## src/rtl/trading_pkg.sv

```systemverilog
// Shared types for the quote-to-order path: order sides, serialiser states
// and the queued quote entry layout.
package trading_pkg;

    localparam int DROP_CNT_WIDTH = 16;
    localparam int QUOTE_PRICE_W  = 32;
    localparam int QUOTE_STOCK_W  = 2;

    typedef enum logic {
        SIDE_BUY  = 1'b0,
        SIDE_SELL = 1'b1
    } order_side_e;

    // Field order is the same as the FIFO word packed by quote_order_gen.
    typedef struct packed {
        logic [QUOTE_STOCK_W-1:0] stock;
        logic [QUOTE_PRICE_W-1:0] buy;
        logic [QUOTE_PRICE_W-1:0] sell;
        logic                     buy_en;
        logic                     sell_en;
    } quote_entry_t;

    typedef enum logic [1:0] {
        SER_IDLE      = 2'd0,
        SER_SEND_BUY  = 2'd1,
        SER_SEND_SELL = 2'd2
    } ser_state_e;

endpackage

```

## src/rtl/quote_fifo.sv

```systemverilog
// Synchronous FIFO with full/empty flags; DEPTH must be a power of two.
module quote_fifo #(
    parameter int WIDTH = 8,
    parameter int DEPTH = 8
) (
    input  logic             clk,
    input  logic             rst,
    input  logic             push,
    input  logic [WIDTH-1:0] wr_data,
    input  logic             pop,
    output logic [WIDTH-1:0] rd_data,
    output logic             full,
    output logic             empty
);

    localparam int AW = $clog2(DEPTH);

    logic [AW:0]      wr_ptr, rd_ptr;
    logic [WIDTH-1:0] mem [DEPTH];
    logic             do_push, do_pop;

    // Extra pointer bit distinguishes full from empty when the indices match.
    assign empty   = (wr_ptr == rd_ptr);
    assign full    = (wr_ptr[AW] != rd_ptr[AW]) && (wr_ptr[AW-1:0] == rd_ptr[AW-1:0]);
    assign do_push = push && !full;
    assign do_pop  = pop && !empty;
    assign rd_data = mem[rd_ptr[AW-1:0]];

    always_ff @(posedge clk or posedge rst) begin
        if (rst) begin
            wr_ptr <= '0;
            rd_ptr <= '0;
        end else begin
            if (do_push) wr_ptr <= wr_ptr + 1'b1;
            if (do_pop)  rd_ptr <= rd_ptr + 1'b1;
        end
    end

    always_ff @(posedge clk) begin
        if (do_push) mem[wr_ptr[AW-1:0]] <= wr_data;
    end

endmodule

```

## src/rtl/quote_order_gen.sv

```systemverilog
// Queues buy/sell quote pairs and serialises them into single-side orders on a
// valid/ready stream. Define QUOTE_DEDUP_EN to suppress sides whose price repeats.
module quote_order_gen
    import trading_pkg::*;
#(
    parameter int DATA_WIDTH = 32,
    parameter int NUM_STOCKS = 4,
    parameter int FIFO_DEPTH = 8,
    parameter int SEQ_WIDTH  = 16
) (
    input  logic                          i_clk,
    input  logic                          i_reset,
    input  logic                          i_data_valid,
    input  logic [$clog2(NUM_STOCKS)-1:0] i_stock_id,
    input  logic [DATA_WIDTH-1:0]         i_buy_price,
    input  logic [DATA_WIDTH-1:0]         i_sell_price,
    output logic                          o_order_valid,
    input  logic                          i_order_ready,
    output logic                          o_order_side,
    output logic [$clog2(NUM_STOCKS)-1:0] o_order_stock_id,
    output logic [DATA_WIDTH-1:0]         o_order_price,
    output logic [SEQ_WIDTH-1:0]          o_order_seq,
    output logic [DROP_CNT_WIDTH-1:0]     o_drop_count
);

    localparam int ID_W    = $clog2(NUM_STOCKS);
    localparam int ENTRY_W = ID_W + 2 * DATA_WIDTH + 2;

    function automatic logic [DROP_CNT_WIDTH-1:0] sat_inc(input logic [DROP_CNT_WIDTH-1:0] v);
        return (v == '1) ? v : v + 1'b1;
    endfunction

    // ---- Stage 1: input register and side mask ----
    logic                  vld_p1;
    logic [ID_W-1:0]       stock_p1;
    logic [DATA_WIDTH-1:0] buy_p1, sell_p1;
    logic                  buy_en_p1, sell_en_p1;
    logic                  push_req_p1, push_ok_p1;
    logic                  fifo_full, fifo_empty, fifo_pop;
    logic [ENTRY_W-1:0]    fifo_rd;

    always_ff @(posedge i_clk or posedge i_reset) begin
        if (i_reset) begin
            vld_p1   <= 1'b0;
            stock_p1 <= '0;
            buy_p1   <= '0;
            sell_p1  <= '0;
        end else begin
            vld_p1 <= i_data_valid;
            if (i_data_valid) begin
                stock_p1 <= i_stock_id;
                buy_p1   <= i_buy_price;
                sell_p1  <= i_sell_price;
            end
        end
    end

`ifdef QUOTE_DEDUP_EN
    logic [DATA_WIDTH-1:0] tbl_buy  [NUM_STOCKS];
    logic [DATA_WIDTH-1:0] tbl_sell [NUM_STOCKS];
    logic [NUM_STOCKS-1:0] tbl_vld;

    assign buy_en_p1  = !tbl_vld[stock_p1] || (tbl_buy[stock_p1]  != buy_p1);
    assign sell_en_p1 = !tbl_vld[stock_p1] || (tbl_sell[stock_p1] != sell_p1);

    // Table only learns from quotes that actually entered the FIFO.
    always_ff @(posedge i_clk or posedge i_reset) begin
        if (i_reset)         tbl_vld <= '0;
        else if (push_ok_p1) tbl_vld[stock_p1] <= 1'b1;
    end

    always_ff @(posedge i_clk) begin
        if (push_ok_p1) begin
            if (buy_en_p1)  tbl_buy[stock_p1]  <= buy_p1;
            if (sell_en_p1) tbl_sell[stock_p1] <= sell_p1;
        end
    end
`else
    assign buy_en_p1  = 1'b1;
    assign sell_en_p1 = 1'b1;
`endif

    assign push_req_p1 = vld_p1 && (buy_en_p1 || sell_en_p1);
    assign push_ok_p1  = push_req_p1 && !fifo_full;

    always_ff @(posedge i_clk or posedge i_reset) begin
        if (i_reset)                       o_drop_count <= '0;
        else if (push_req_p1 && fifo_full) o_drop_count <= sat_inc(o_drop_count);
    end

    quote_fifo #(
        .WIDTH (ENTRY_W),
        .DEPTH (FIFO_DEPTH)
    ) u_fifo (
        .clk     (i_clk),
        .rst     (i_reset),
        .push    (push_ok_p1),
        .wr_data ({stock_p1, buy_p1, sell_p1, buy_en_p1, sell_en_p1}),
        .pop     (fifo_pop),
        .rd_data (fifo_rd),
        .full    (fifo_full),
        .empty   (fifo_empty)
    );

    // ---- Stage 2: serialiser hold register and FSM ----
    logic [ID_W-1:0]       head_stock;
    logic [DATA_WIDTH-1:0] head_buy, head_sell;
    logic                  head_buy_en, head_sell_en;
    logic [ID_W-1:0]       stock_p2;
    logic [DATA_WIDTH-1:0] buy_p2, sell_p2;
    logic                  sell_en_p2;
    ser_state_e            state, state_nxt;
    logic                  xfer;

    assign {head_stock, head_buy, head_sell, head_buy_en, head_sell_en} = fifo_rd;

    always_comb begin
        state_nxt = state;
        fifo_pop  = 1'b0;
        case (state)
            SER_IDLE: begin
                if (!fifo_empty) begin
                    fifo_pop  = 1'b1;
                    state_nxt = head_buy_en ? SER_SEND_BUY : SER_SEND_SELL;
                end
            end
            SER_SEND_BUY: begin
                if (i_order_ready) state_nxt = sell_en_p2 ? SER_SEND_SELL : SER_IDLE;
            end
            SER_SEND_SELL: begin
                if (i_order_ready) state_nxt = SER_IDLE;
            end
            default: state_nxt = SER_IDLE;
        endcase
    end

    always_ff @(posedge i_clk or posedge i_reset) begin
        if (i_reset) begin
            state       <= SER_IDLE;
            stock_p2    <= '0;
            buy_p2      <= '0;
            sell_p2     <= '0;
            sell_en_p2  <= 1'b0;
            o_order_seq <= '0;
        end else begin
            state <= state_nxt;
            if (fifo_pop) begin
                stock_p2   <= head_stock;
                buy_p2     <= head_buy;
                sell_p2    <= head_sell;
                sell_en_p2 <= head_sell_en;
            end
            if (xfer) o_order_seq <= o_order_seq + 1'b1;
        end
    end

    assign o_order_valid    = (state != SER_IDLE);
    assign xfer             = o_order_valid && i_order_ready;
    assign o_order_side     = (state == SER_SEND_SELL) ? SIDE_SELL : SIDE_BUY;
    assign o_order_stock_id = stock_p2;
    assign o_order_price    = (state == SER_SEND_SELL) ? sell_p2 :
                              (state == SER_SEND_BUY)  ? buy_p2  : '0;

endmodule

```

## config.mk

```make
export PLATFORM = sky130hd
export DESIGN_NAME = quote_order_gen
export DESIGN_NICKNAME = d
export VERILOG_FILES = /design/src/rtl/trading_pkg.sv /design/src/rtl/quote_fifo.sv /design/src/rtl/quote_order_gen.sv
export SDC_FILE = /design/constraint.sdc
export NUM_CORES = 1
export LEC_CHECK = 0
export CAP_MARGIN = 10
export CORE_AREA = 2 2 160 279
export CTS_BUF_LIST = sky130_fd_sc_hd__clkbuf_4
export DETAILED_ROUTE_END_ITERATION = 10
export DIE_AREA = 0 0 162 281
export PLACE_DENSITY = 0.82
export SYNTH_ARGS = -nofsm -noshare
export SYNTH_HDL_FRONTEND = slang
export SYNTH_SLANG_ARGS = --single-unit
```

## constraint.sdc

```tcl
create_clock -name i_clk -period 18.8 [get_ports i_clk]
set_clock_uncertainty 0.2 [all_clocks]
set_input_delay 5.64 -clock i_clk [delete_from_list [all_inputs] [get_ports i_clk]]
set_output_delay 5.64 -clock i_clk [all_outputs]
set_load 0.03 [all_outputs]
```

==> results of run 1 <==
-- cells in the mapped netlist (all sizes together), types with 3 or more instances --
cell	number	area share
edfxtp	528	0.59
dfrtp	176	0.16
mux4	132	0.11
nand2	77	0.011
mux2	72	0.030
o21ai	68	0.013
mux2i	66	0.025
clkbuf	48	0.0067
a22o	32	0.010
buf	27	0.0053
xor2	23	0.0075
nand3	17	0.0032
xnor2	16	0.0052
nor4	12	0.0044
nand4	11	0.0026
nor3	8	0.0022
inv	7	0.00098
nor2	6	0.00084
and4	4	0.0013
ha	4	0.0019
and3	3	0.00070
nor3b	3	0.0010
-- final timing paths --
kind | startpoint | to | slack (ns) | depth (start not counted)
max | state[0] | o_order_price[20] | 9.86 | 3
min | sell_en_p2 | sell_en_p2 | 0.28 | 1
max reg2reg | u_fifo.rd_ptr[1] | u_fifo.mem[6][57] | 14.26 | 6
min reg2reg | sell_en_p2 | sell_en_p2 | 0.28 | 1
max in group asynchronous | i_reset | sell_p2[9] | 11.94 | 3
min in group asynchronous | i_reset | o_order_stock_id[0] | 5.12 | 2
-- layout make-up --
type,count,area (sq um)
repair buffers,162,1556
multi-input cells,566,6364
fillers,2530,12350
diodes,1,2.502
well taps,566,708.2
inverters,7,33.78
clock inverters,51,282.8
clock buffers,220,1652
flip-flops and latches,704,20270
-- critical path, cell delays in order (launching register included) --
cell and delay (ns):
dfrtp_1 0.42, nor2b_4 0.84, a22o_1 0.30, clkdlybuf4s50_1 0.69
-- routing by layer --
layer,wire length (microns),up-vias,track usage
met4,1939,0,0.1148
met3,3279,139,0.03999
met5,0,-,0
li1,-,5982,-
met2,30460,606,0.4476
met1,19880,7111,0.3010
-- through the flow --
step / power [W] / instance area [sq um] / setup slack, ns
finish: 0.004709 / 30870 / 9.856
global route: 0.004924 / 30870 / 9.713
CTS: 0.004752 / 30870 / 9.770
detailed placement: 0.003622 / 28930 / 10.72
global placement: 0.003564 / 28930 / 10.82
floorplan: 0.003174 / 26890 / 8.186
-- sequential cells by signal, indices dropped and copies added (netlist names) --
name	cells
state	2
o_order_stock_id	2
sell_p2	32
u_fifo.rd_ptr	4
buy_p2	32
buy_p1	32
sell_p1	32
stock_p1	2
o_drop_count	16
push_req_p1	1
sell_en_p2	1
u_fifo.mem	528
o_order_seq	16
u_fifo.wr_ptr	4
-- logic make-up after synthesis --
kind of cell | Yosys count | synth area share
flip-flops | 704 | 0.7533
multiplexers | 270 | 0.1653
AND/OR/NAND/NOR | 150 | 0.02926
AO/OA/AOI/OAI | 103 | 0.02461
buffers and inverters | 82 | 0.01298
XOR/XNOR | 39 | 0.01270
adder cells (fa/ha/maj) | 4 | 0.001861
-- where the power goes --
| part | total [W] | internal, W | switching, W |
|---|---|---|---|
| Clock | 0.00113 | 0.000580 | 0.000549 |
| Sequential | 0.00224 | 0.00200 | 0.000234 |
| Combinational | 0.00134 | 0.000601 | 0.000742 |
==> results by group, run 1 <==
Power
  • Leakage power: 10.97 nW
  • Power per Cell Area: 152.5 mW/mm^2
  • VDD IR max: 0.1207 mV

Setup path
  • WP data required: 12.96 ns
  • CP Capture Type: primary output
  • CP Max Fanout: 34
  • Worst setup SP type: flip-flop
  • Kind of critical path: reg -> out
  • WP data arrival: 3.10 ns

Floorplan
  • Ports: 138
  • Core area: 0.04322 sq mm
  • Vert. Die Dim: 281 microns
  • Die width: 162 microns
  • Initial Util: 0.6223
  • Row cnt: 101
  • Die area: 0.04552 sq mm

Routing
  • Vias/cell: 6.077
  • Routed len/inst: 24.40 microns
  • Drt pass-1 iters: 5
  • DRC: 0
  • Vias post-DR: 13.84k
  • Routed Antenna Nets: 0
  • Post-Route WL: 55,570 microns
  • Initial drt markers: 1,252

Clocking
  • Reg clk slew, reported paths: 0.07 ns
  • Hold_buf cts: 0
  • Clk Tree Root Cell: clkbuf_4
  • Setup bufs post-CTS: 0
  • H-tree Lvls: 4
  • CTS tree: built
  • Inserted Clock Buffers: 147
  • Clk buf depth: 3
  • Clock sink count: 704
  • Worst-Skew Late Latency: 0.84 ns
  • Post-CTS sizing: 0

STA
  • Pins Over Slew Limit: 0
  • Max Clock Freq: 0.1118 GHz
  • Final min period: 8.944 ns
  • Final Hold Fails: 0
  • Setup TNS: 0 ns
  • Worst slew margin: 0.2571
  • Worst-margin pin slew: 1.114 ns
  • Fin Hold WS: 0.2754 ns
  • RSZ-0062 raised after global routing: no
  • Number of setup violations in the final report: 0
  • Final period utilization: 0.4758

Place
  • DP HPWL: 30,890 microns
  • Placed Cells: 2,005
  • IO Port Bufs: 137
  • Gp weighted congestion: 0.8426

GRT
  • GRT Residual Overflow: 0
  • GRT Util Overall: 0.2510
  • Vias in the first global route: 14.50k
  • First-pass GRT wire length: 83,860 microns
  • Largest net degree at the start of global routing: 121
  • Initial antenna violation count: 1

Synth
  • Cells after synthesis: 1,352
  • EDFF count, synth: 528
  • Async SR Flop Fraction: 0.2500
  • Synthesized cell area: 0.02689 sq mm
  • Number of distinct library cells after synthesis: 36
  • Yosys reg bits: 704
  • Total number of yosys warnings: 0
  • Post-Syn Nets: 1,426
  • Predominant post-synthesis flop cell: edfxtp_1
  • Sequential share of the synthesized area: 0.7533
  • Avg Synthesized Cell Area: 19.89 sq um

Layout
  • Synthesis-to-finish area growth: 14.79%
  • Non-Filler Instances: 2,277
  • Core Util, Final: 0.7143
  • Nets: 1,662
  • Most common cell after layout, fill and taps aside: edfxtp_1
  • Commonest non-fill, non-tap cells in the layout: edfxtp_1, clkbuf_4, dfrtp_1, clkdlybuf4s50_1, mux4_2
  • Fraction of layout cells with a size suffix above 1: 0.2860

Status
  • Status: finished, final reports clean

Job
  • Max-cap violations: 0

Hold path
  • Hold Path Class: reg -> reg
No activity file was read; power rests on OpenSTA's default activity.
==> run 2: changes to the inputs <==
--- a/config.mk
+++ b/config.mk
@@ -6,11 +6,11 @@
 export NUM_CORES = 1
 export LEC_CHECK = 0
 export CAP_MARGIN = 10
-export CORE_AREA = 2 2 160 279
+export CORE_AREA = 2 2 161 281
 export CTS_BUF_LIST = sky130_fd_sc_hd__clkbuf_4
 export DETAILED_ROUTE_END_ITERATION = 10
-export DIE_AREA = 0 0 162 281
-export PLACE_DENSITY = 0.82
+export DIE_AREA = 0 0 163 283
+export PLACE_DENSITY = 0.81
 export SYNTH_ARGS = -nofsm -noshare
 export SYNTH_HDL_FRONTEND = slang
 export SYNTH_SLANG_ARGS = --single-unit
==> constraint.sdc (replaced) <==
create_clock -name i_clk -period 8.8 [get_ports i_clk]
set_clock_uncertainty 0.2 [all_clocks]
set_input_delay 2.64 -clock i_clk [delete_from_list [all_inputs] [get_ports i_clk]]
set_output_delay 2.64 -clock i_clk [all_outputs]
set_load 0.03 [all_outputs]
==> results by group, run 2 (same netlist as run 1, synthesis figures left out) <==
STA
  • Number of setup violations in the final report: 0
  • Setup TNS: 0 ns
  • Final min period: 5.923 ns
  • RSZ-0062 raised after global routing: no
  • Max Clock Freq: 0.1688 GHz
  • Final Hold Fails: 0
  • Worst slew margin: 0.2035
  • Final period utilization: 0.6731
  • Worst-margin pin slew: 1.191 ns
  • Fin Hold WS: 0.2815 ns
  • Pins Over Slew Limit: 0

Floorplan
  • Ports: 138
  • Core area: 0.04403 sq mm
  • Die width: 163 microns
  • Die area: 0.04613 sq mm
  • Vert. Die Dim: 283 microns
  • Row cnt: 102
  • Initial Util: 0.6108

Power
  • Net switching power: 0.003268 W
  • Leakage power: 10.98 nW
  • VDD IR max: 0.2836 mV
  • Sw Share: 0.3252
  • Pint: 0.006783 W
  • Seq pwr share: 0.477
  • Clock group share of total power: 0.240
  • Comb pwr share: 0.283
  • Power per Cell Area: 325.2 mW/mm^2

Setup path
  • Critical R2R Capture: u_fifo.mem[6][49]
  • WP data required: 5.96 ns
  • R2r setup slk: 3.91 ns
  • Worst setup SP type: flip-flop
  • Reg2Reg Depth: 5
  • CP Max Fanout: 34
  • Kind of critical path: reg -> out
  • CP Capture Type: primary output
  • Reg2reg start: u_fifo.rd_ptr[0]
  • WP data arrival: 3.08 ns

Place
  • DP HPWL: 30,790 microns
  • IO Port Bufs: 137
  • Gp weighted congestion: 0.8434

Clocking
  • Clk buf depth: 3
  • Hold_buf cts: 0
  • Worst-Skew Late Latency: 0.85 ns
  • Clock sink count: 704
  • CTS tree: built
  • Clk Tree Root Cell: clkbuf_4
  • H-tree Lvls: 4
  • Setup bufs post-CTS: 0
  • Post-CTS sizing: 0
  • Reg clk slew, reported paths: 0.07 ns
  • Inserted Clock Buffers: 147

Hold path
  • Hold Crit Endpoint: sell_en_p2
  • Hold Startpoint: sell_en_p2
  • Hold depth: 1
  • Hold Path Class: reg -> reg

GRT
  • Vias in the first global route: 14.69k
  • GRT Residual Overflow: 0
  • GRT Util Overall: 0.2452
  • First-pass GRT wire length: 83,750 microns
  • Largest net degree at the start of global routing: 78
  • Initial antenna violation count: 2

Routing
  • Routed Antenna Nets: 0
  • Vias post-DR: 13.82k
  • Drt pass-1 iters: 7
  • Post-Route WL: 54,590 microns
  • Routed len/inst: 23.85 microns
  • DRC: 0
  • Vias/cell: 6.038
  • Initial drt markers: 1,035

Layout
  • Fraction of layout cells with a size suffix above 1: 0.2921
  • Nets: 1,663
  • Most common cell after layout, fill and taps aside: edfxtp_1
  • Commonest non-fill, non-tap cells in the layout: edfxtp_1, clkbuf_4, dfrtp_1, clkdlybuf4s50_1, mux4_2
  • Max reg flops: 528
  • Synthesis-to-finish area growth: 14.92%

Job
  • Max-cap violations: 0

Status
  • Status: finished, final reports clean
run 2: cell count changes in the layout (fill, tap and decap cells not counted):
cell	previous run	this run
clkinvlp_4	2	6
clkinv_1	37	30
buf_4	26	27
diode_2	1	2
clkbuf_4	220	221
bufinv_16	3	2
inv_2	5	6
clkinv_2	4	9
inv_6	0	1
run 2: final cells by class:
cell class / count / area [sq um]
Antenna cell: 2 / 5.005
Clock buffer: 221 / 1659
Clock inverter: 54 / 294.0
Fill cell: 2663 / 13120
Inverter: 7 / 33.78
Multi-Input combinational cell: 566 / 6364
Sequential cell: 704 / 20270
Tap cell: 572 / 715.7
Timing Repair Buffer: 163 / 1564
run 2: critical path: stages (launching register included):
cell and delay [ns]:
dfrtp_1 0.44, nor2b_4 0.84, a22o_1 0.28, clkdlybuf4s50_1 0.68
run 2: per-stage QoR:
| step | power (W) | worst slack, ns | area, sq um | utilization | instances |
|---|---|---|---|---|---|
| 2_1_floorplan | 0.006781 | 0.1299 | 26890 | - | 1352 |
| 3_3_place_gp | 0.007619 | 3.813 | 28950 | 0.6575 | 2012 |
| 5_1_grt | 0.01055 | 2.672 | 30910 | 0.7019 | 2289 |
| 3_5_place_dp | 0.007741 | 3.724 | 28950 | 0.6575 | 2012 |
| 4_1_cts | 0.01015 | 2.801 | 30900 | 0.7018 | 2287 |
| 6_report | 0.01005 | 2.877 | 30910 | 0.7019 | 2289 |
run 2: worst max path at each step:
stage,slack (ns),cells past startpoint,to,start
2_1_floorplan,0.13,4,u_fifo.mem[1][0],u_fifo.wr_ptr[1]
6_report,2.88,3,o_order_price[11],state[0]
3_3_place_gp,3.81,3,o_order_price[18],state[0]
4_1_cts,2.80,3,o_order_price[6],state[0]
5_1_grt,2.67,3,o_order_price[29],state[0]
3_5_place_dp,3.72,3,o_order_price[6],state[0]
run 2: layer usage:
metal  vias to the layer above  track usage  part of all wire
li1                       5974            -                 -
met1                      7150       0.3015              0.37
met2                       573       0.4197              0.54
met3                       125      0.04772             0.059
met4                         0       0.1150             0.038
met5                         -            0                 0
run 2: power groups by stage:
stage | Combinational (W) | Clock [W] | Sequential [W]
after global routing | 0.00306 | 0.00263 | 0.00486
after CTS | 0.00288 | 0.00246 | 0.00480
after detailed placement | 0.00287 | 0 | 0.00487
after floorplan | 0.00215 | 0 | 0.00463
after global placement | 0.00279 | 0 | 0.00483
final | 0.00284 | 0.00241 | 0.00480
